### config.mk
export PLATFORM = sky130hd
export DESIGN_NAME = stdp_synapse
export DESIGN_NICKNAME = d
export VERILOG_FILES = /design/src/rtl/stdp_pkg.sv /design/src/rtl/stdp_trace.sv /design/src/rtl/stdp_synapse.sv
export SDC_FILE = /design/constraint.sdc
export NUM_CORES = 1
export LEC_CHECK = 0
export CORE_MARGIN = 10
export CORE_UTILIZATION = 55
export DETAILED_ROUTE_END_ITERATION = 10
export GPL_ROUTABILITY_DRIVEN = 0
export PLACE_DENSITY = 0.94
export REMOVE_ABC_BUFFERS = 1
export SKIP_LAST_GASP = 1
export SLEW_MARGIN = 0
export SYNTH_ARGS = -nofsm -noshare
export SYNTH_HDL_FRONTEND = slang
export SYNTH_SLANG_ARGS = --single-unit
### constraint.sdc
create_clock -name clk -period 6.82 [get_ports clk]
set_clock_uncertainty 0.15 [all_clocks]
set_input_delay 1.705 -clock clk [delete_from_list [all_inputs] [get_ports clk]]
set_output_delay 1.705 -clock clk [all_outputs]
set_load 0.02 [all_outputs]
### src/rtl/stdp_pkg.sv
// Shared constants, types and the weight clamp helper for the STDP synapse.
// W_WIDTH/TRACE_WIDTH size the weight and trace registers; SUM_WIDTH is the
// signed width of the learning sum, wide enough for weight + ltp - ltd
// without overflow (range -255 .. +510).
package stdp_pkg;

  localparam int W_WIDTH     = 8;
  localparam int TRACE_WIDTH = 8;
  localparam int SUM_WIDTH   = 10;

  typedef logic [W_WIDTH-1:0] w_t;

  // Clamp a signed learning sum into [lo, hi]. The unsigned bounds are
  // zero-extended so the comparison happens in the signed domain.
  function automatic w_t clamp_w(input logic signed [SUM_WIDTH-1:0] v,
                                 input w_t lo,
                                 input w_t hi);
    logic signed [SUM_WIDTH-1:0] lo_s;
    logic signed [SUM_WIDTH-1:0] hi_s;
    w_t                          res;
    lo_s = $signed({{(SUM_WIDTH-W_WIDTH){1'b0}}, lo});
    hi_s = $signed({{(SUM_WIDTH-W_WIDTH){1'b0}}, hi});
    if (v < lo_s)      res = lo;
    else if (v > hi_s) res = hi;
    else               res = v[W_WIDTH-1:0];
    return res;
  endfunction

endpackage

### src/rtl/stdp_trace.sv
// Exponentially decaying spike trace.
// A spike reloads the trace to TRACE_MAX; otherwise a non-zero trace loses
// trace>>DECAY_SHIFT per cycle, but at least 1, so it always reaches 0
// and never underflows.
// Ports:
//   clk    clock
//   rst_n  synchronous active-low reset (trace -> 0)
//   spike  spike level sampled on each posedge
//   trace  registered trace value
module stdp_trace
  import stdp_pkg::*;
#(
  parameter int TRACE_MAX   = 255,
  parameter int DECAY_SHIFT = 2
) (
  input  logic clk,
  input  logic rst_n,
  input  logic spike,
  output w_t   trace
);

  w_t shr;
  w_t dec;

  always_comb begin
    shr = trace >> DECAY_SHIFT;
    dec = (shr == '0) ? w_t'(1) : shr;
  end

  always_ff @(posedge clk) begin
    if (!rst_n)             trace <= '0;
    else if (spike)         trace <= w_t'(TRACE_MAX);
    else if (trace != '0)   trace <= trace - dec;
  end

endmodule

### src/rtl/stdp_synapse.sv
// Plastic synapse with pair-based STDP.
// Converts pre-synaptic spikes into a one-cycle current pulse carrying the
// weight held before the spike edge, and learns the weight from pre/post
// spike timing using the pre and post traces held before the edge.
// Ports:
//   clk, rst_n   clock and synchronous active-low reset
//   pre_spike    upstream spike level, sampled per edge
//   post_spike   driven neuron's spike level, sampled per edge
//   learn_en     enables learning updates (traces always run)
//   weight_load  loads weight_in (unclamped), overriding learning
//   weight_in    value used by weight_load
//   current      registered current drive to the neuron
//   weight       weight register
//   pre_trace    pre-synaptic trace
//   post_trace   post-synaptic trace
module stdp_synapse
  import stdp_pkg::*;
#(
  parameter int W_INIT      = 64,
  parameter int W_MIN       = 0,
  parameter int W_MAX       = 255,
  parameter int TRACE_MAX   = 255,
  parameter int DECAY_SHIFT = 2,
  parameter int LTP_SHIFT   = 3,
  parameter int LTD_SHIFT   = 3
) (
  input  logic       clk,
  input  logic       rst_n,
  input  logic       pre_spike,
  input  logic       post_spike,
  input  logic       learn_en,
  input  logic       weight_load,
  input  logic [7:0] weight_in,
  output logic [7:0] current,
  output logic [7:0] weight,
  output logic [7:0] pre_trace,
  output logic [7:0] post_trace
);

  w_t                          ltp;
  w_t                          ltd;
  logic signed [SUM_WIDTH-1:0] sum;
  w_t                          w_learn;

  stdp_trace #(.TRACE_MAX(TRACE_MAX), .DECAY_SHIFT(DECAY_SHIFT)) u_pre_trace (
    .clk   (clk),
    .rst_n (rst_n),
    .spike (pre_spike),
    .trace (pre_trace)
  );

  stdp_trace #(.TRACE_MAX(TRACE_MAX), .DECAY_SHIFT(DECAY_SHIFT)) u_post_trace (
    .clk   (clk),
    .rst_n (rst_n),
    .spike (post_spike),
    .trace (post_trace)
  );

  // Potentiation rewards a post spike following recent pre activity;
  // depression penalises a pre spike following recent post activity.
  // Both use the trace values from before this edge.
  always_comb begin
    ltp     = post_spike ? (pre_trace >> LTP_SHIFT) : '0;
    ltd     = pre_spike  ? (post_trace >> LTD_SHIFT) : '0;
    sum     = $signed({2'b00, weight}) + $signed({2'b00, ltp})
            - $signed({2'b00, ltd});
    w_learn = clamp_w(sum, w_t'(W_MIN), w_t'(W_MAX));
  end

  always_ff @(posedge clk) begin
    if (!rst_n) begin
      weight  <= w_t'(W_INIT);
      current <= '0;
    end else begin
      current <= pre_spike ? weight : '0;
      if (weight_load)
        weight <= weight_in;
      else if (learn_en && (pre_spike || post_spike))
        weight <= w_learn;
    end
  end

endmodule
==> metrics.txt, run 1 <==
layout cell share with drive strength beyond 1 3.44%; row count 23; vias in the first global route around 2200; Die W between 80 and 90 microns; Clock Sinks 32; first-pass GRT wire length 10.3 mm; die footprint between 7000 and 8000 sq um; final core utilization 71.1%; Worst-Skew Late Latency 0.29 ns; initial antenna violation count 0; leakage about 1.2 nW; final worst-path cycle share 69.9%; Hold EP current[5]; total grt overflow 0; crit path kind in2reg; Hold Crit Start weight[5]; largest net degree at the start of global routing 24; Peak supply drop 270 uV; Root Driver clkbuf_8; final setup violating endpoints 0; initial DRC count 94; FF+latch count, synth 32; Reg clk slew, reported paths roughly 0.060 ns; relative slew slack 43.9%; synthesis-to-finish area growth 25.2%; Fin Setup TNS 0 ns; Unique masters post-synth 44; Post-Route WL 5.82 mm; total power 0.00158 W; Residual DRC 0; hold crit path type reg2reg; all-layer global routing usage 17.2%; top cells by area, synth dfxtp_1, ha_1, fa_1, inv_1, nor2_1; commonest non-fill, non-tap cell in the layout clkdlybuf4s50_1; arrival time worst endpoint 4.80 ns; First-pass DRT Iterations 4; FF-to-FF Start u_pre_trace.trace[3]; port bufs 45; post-CTS setup buffers 0; core area 4030 sq um; TritonCTS clock tree built; outcome finished clean; hold path cells 2; synth warn 0; post-route cell area 2870 sq um; FFs w/ async S/R, synth 0%; ys flop type dfxtp_1; min cycle time layout 4.77 ns; most frequent cells in the layout clkdlybuf4s50_1, inv_1, dfxtp_1, nor2_1, ha_1; fill count ~320; register area share after synthesis 28.0%; # IOs between 40 and 50; internal reg-to-reg setup slack 3.87 ns; Synth area leader dfxtp_1; H-tree levels 2; R2R Path End weight[5]; hold-fix buffers at CTS 0; WL/cell around 16 microns; HPWL after detailed placement 4.49 mm; Cells after Synth between 200 and 300; post-DR vias/cell 5.78; routed via count 2138; Max Cap Viol 0; Setup crit start kind input pin; number of diodes 0; Post-DRT Antenna Nets 0; Placement Setup Slack 1.79 ns; placed cell area 2780 sq um; fmax 210 MHz; Worst Path Required 6.85 ns; CTS Buf Count 5; count of final hold-check violations 0; Worst Reg-to-Reg Cells 10; Nets 362; Worst setup EP type flop; RSZ-0062 raised after global routing false; Synth top area share between 20% and 30%; worst slew pin tran 0.839 ns; Pwr per Cell Area 549 nW/um^2; Mapped Area ~2300 sq um; Final Max Slew Viols 0; Avg Inst Size Synth 8.36 sq um; Final WS setup 2.05 ns; Post-synth EDFFs 0; Max Root-Sink Buffers 2; Initial Utilization 56.8%; crit-path max FO 15; Die Ht 84.5 microns; # resized after CTS 0
Yosys cell counts (2+ instances only):
| cell | count |
|---|---|
| a211oi_1 | 4 |
| a21oi_1 | 13 |
| a22o_1 | 6 |
| a31oi_1 | 2 |
| and2_1 | 2 |
| and3_1 | 5 |
| clkbuf_1 | 7 |
| dfxtp_1 | 32 |
| fa_1 | 7 |
| ha_1 | 22 |
| inv_1 | 34 |
| mux2i_1 | 2 |
| nand2_1 | 17 |
| nand2b_1 | 2 |
| nand3b_1 | 2 |
| nor2_1 | 28 |
| nor2b_1 | 4 |
| nor3_1 | 7 |
| nor4_1 | 2 |
| o211ai_1 | 2 |
| o21a_1 | 14 |
| o21ai_0 | 17 |
| o21bai_1 | 2 |
| o31a_1 | 6 |
| o31ai_1 | 6 |
| xnor2_1 | 8 |
| xor2_1 | 4 |
stage by stage:
stage,hold WS [ns],cells
2_1_floorplan,0.412,267
3_3_place_gp,0.346,362
3_5_place_dp,0.365,362
4_1_cts,0.374,370
5_1_grt,0.405,370
6_report,0.374,370
kinds of logic (layout without fill, tap and decap cells):
family	count (synthesis)	after routing	share of synthesized area [%]
AO/OA/AOI/OAI	80	80	23.7
AND/OR/NAND/NOR	78	78	18.0
buffers and inverters	41	87	6.72
flip-flops	32	32	28.0
adder cells (fa/ha/maj)	29	29	18.1
XOR/XNOR	12	12	4.59
multiplexers	2	2	0.874
power by group:
part | switching [W] | internal, W
Sequential | 0.0000859 | 0.000252
Combinational | 0.000593 | 0.000492
Clock | 0.0000709 | 0.0000822
how the worst max path moves through the flow:
stage / slack, ns / start / endpoint / cells past startpoint
3_5_place_dp: 1.79 / post_spike / weight[5] / 9
4_1_cts: 2.08 / post_spike / weight[5] / 9
6_report: 2.05 / post_spike / weight[5] / 9
3_3_place_gp: 1.89 / post_spike / weight[5] / 9
5_1_grt: 1.83 / pre_spike / weight[7] / 12
2_1_floorplan: 2.81 / post_spike / weight[7] / 8
sequential cells by signal, indices dropped and copies added (netlist names):
register            count
weight                  8
current                 8
u_post_trace.trace      8
u_pre_trace.trace       8
routing by layer:
metal	up-vias	wire length (microns)	global-route usage, %
met5	-	0	0
li1	1062	-	-
met3	9	538	6.76
met1	992	2460	19.7
met2	75	2720	28.0
met4	0	106	6.59
final cells by class:
cell class                      count  area (sq um)  share of cell area [%]
Timing Repair Buffer               45           450                    15.7
Clock buffer                        8          90.1                    3.14
Multi-Input combinational cell    201          1500                    52.2
Inverter                           34           128                    4.45
Tap cell                           50          62.6                    2.18
Sequential cell                    32           641                    22.3
critical path, stage by stage:
cell and delay, ns:
clkdlybuf4s50_1 0.82, and2_1 0.23, fa_1 0.46, fa_1 0.47, a21oi_1 0.19, o21ai_0 0.14, o22ai_1 0.24, xnor2_1 0.21
o31a_1 0.33
(Power assumes the default switching activity.)
==> run 2: changes to the inputs <==
CORE_UTILIZATION = 52   (was 55)
PLACE_DENSITY = 0.9   (was 0.94)
clock period = 4.6 ns   (was 6.82 ns; I/O delays follow)
==> run 2 against run 1 <==
Net effect:
- non-clock buffer count rose by 3
- design area is 0.13% higher
- via count shrank 1.5%
- register-to-register slack worse by 2.3 ns
- flip-flop and latch count stayed put
- total power increased by 48%
- combinational power is 52% higher
- critical path type unchanged
==> metrics.txt, run 2 (synthesized netlist as in run 1, its figures left out) <==
Nets 365 (was 362); Residual DRC 0 (unchanged); # IOs 46 (unchanged); total grt overflow 0 (unchanged); relative slew slack 61.2% (was 43.9%); routed via count 2105 (was 2138); final cell count without fillers 372 (was 370); Peak supply drop 378 uV (was 270 uV); Worst Path Required 4.62 ns (was 6.85 ns); First-pass DRT Iterations 4 (unchanged); post-DR vias/cell 5.66 (was 5.78); Worst-Skew Late Latency 0.28 ns (was 0.29 ns); port bufs 45 (unchanged); largest net degree at the start of global routing 24 (unchanged); layout cell share with drive strength beyond 1 4.06% (was 3.44%); post-CTS setup buffers 0 (unchanged); HPWL after detailed placement 4.62 mm (was 4.49 mm); final worst-path cycle share 90.1%; vias in the first global route 2157 (was 2198); worst slew pin tran 0.581 ns (was 0.839 ns); commonest non-fill, non-tap cell in the layout clkdlybuf4s50_1 (unchanged); Reg clk slew, reported paths 0.06 ns (about the same); Fin Setup TNS 0 ns (unchanged); CTS Buf Count 5 (unchanged); H-tree levels 2 (unchanged); arrival time worst endpoint 4.16 ns (was 4.80 ns); leakage 1.22 nW (about the same); initial antenna violation count 0 (unchanged); count of final hold-check violations 0 (unchanged); RSZ-0062 raised after global routing false (unchanged); Final WS setup 0.457 ns (was 2.05 ns); outcome finished clean (unchanged); all-layer global routing usage 15.7% (was 17.2%); hold crit path type reg2reg (unchanged); final setup violating endpoints 0 (unchanged); WL/cell 15.8 microns (was 15.7 microns); # resized after CTS 0 (unchanged); Max Root-Sink Buffers 2 (unchanged); Root Driver clkbuf_8 (unchanged); most frequent cells in the layout clkdlybuf4s50_1, inv_1, dfxtp_1, nor2_1, ha_1 (unchanged); number of diodes 0 (unchanged); synthesis-to-finish area growth 25.4% (was 25.2%); Die Ht 86.4 microns (was 84.5 microns); TritonCTS clock tree built (unchanged); initial DRC count 104 (was 94); Pwr per Cell Area 812 nW/um^2 (was 549 nW/um^2); Post-Route WL 5.89 mm (was 5.82 mm); first-pass GRT wire length 9.57 mm (was 10.3 mm); Final Max Slew Viols 0 (unchanged); crit-path max FO 10 (was 15); fmax approximately 240 MHz; die footprint 7460 sq um (was 7140 sq um); Initial Utilization 53.3% (was 56.8%); Die W 86.4 microns (was 84.5 microns); hold-fix buffers at CTS 0 (unchanged); Inst Count DP 367 (was 362); crit path kind in2reg (unchanged); Worst setup EP type flop (unchanged); row count 24 (was 23); Placement Setup Slack 0.198 ns (was 1.79 ns); min cycle time layout about 4.1 ns; Post-DRT Antenna Nets 0 (unchanged); Clock Sinks 32 (unchanged); core area 4290 sq um (was 4030 sq um); Setup crit start kind input pin (unchanged); Max Cap Viol 0 (unchanged); final core utilization 66.8% (was 71.1%)
==> run 2: cell types whose count changed in the layout (fill, tap and decap cells not counted) <==
cell,delta
clkbuf_1,-2
buf_4,+3
clkbuf_8,-1
==> run 2: layout make-up <==
cell class,count,area [sq um]
Multi-Input combinational cell,201,1500
Inverter,34,128
Clock buffer,5,68.8
Sequential cell,32,641
Tap cell,52,65.1
Fill cell,360,1420
Timing Repair Buffer,48,473
==> run 2: report_power, final <==
part,internal (W),switching [W]
Combinational,0.000733,0.000906
Sequential,0.000374,0.000125
Clock,0.0000973,0.0000953
==> run 2: stage by stage <==
stage	cell area (sq um)	hold slack (ns)	power (W)
CTS	2870	0.374	0.00233
detailed placement	2800	0.364	0.00212
global route	2870	0.401	0.00254
global placement	2800	0.355	0.00204
finish	2870	0.378	0.00233
floorplan	2260	0.412	0.00165
==> run 2: worst paths after layout <==
check	from	endpoint	slack, ns	cells past startpoint
max	post_spike	weight[5]	0.46	9
min	weight[5]	current[5]	0.38	2
max reg2reg	u_pre_trace.trace[4]	weight[5]	1.62	8
min reg2reg	weight[5]	current[5]	0.38	2
==> run 2: worst max-delay path, cell delays in order <==
cell             delay (ns)
clkdlybuf4s50_1        0.69
and2_1                 0.23
fa_1                   0.47
fa_1                   0.49
a21oi_1                0.21
o21ai_0                0.15
o22ai_1                0.25
xnor2_1                0.20
o31a_1                 0.33
==> run 2: per-layer routing <==
| metal | share of wire [%] | wire length, microns | GRT usage, % |
|---|---|---|---|
| met5 | 0 | 0 | 0 |
| met4 | 2.2 | 129 | 7.66 |
| met3 | 7.8 | 460 | 4.97 |
| met2 | 49 | 2900 | 27.2 |
| met1 | 41 | 2400 | 16.9 |
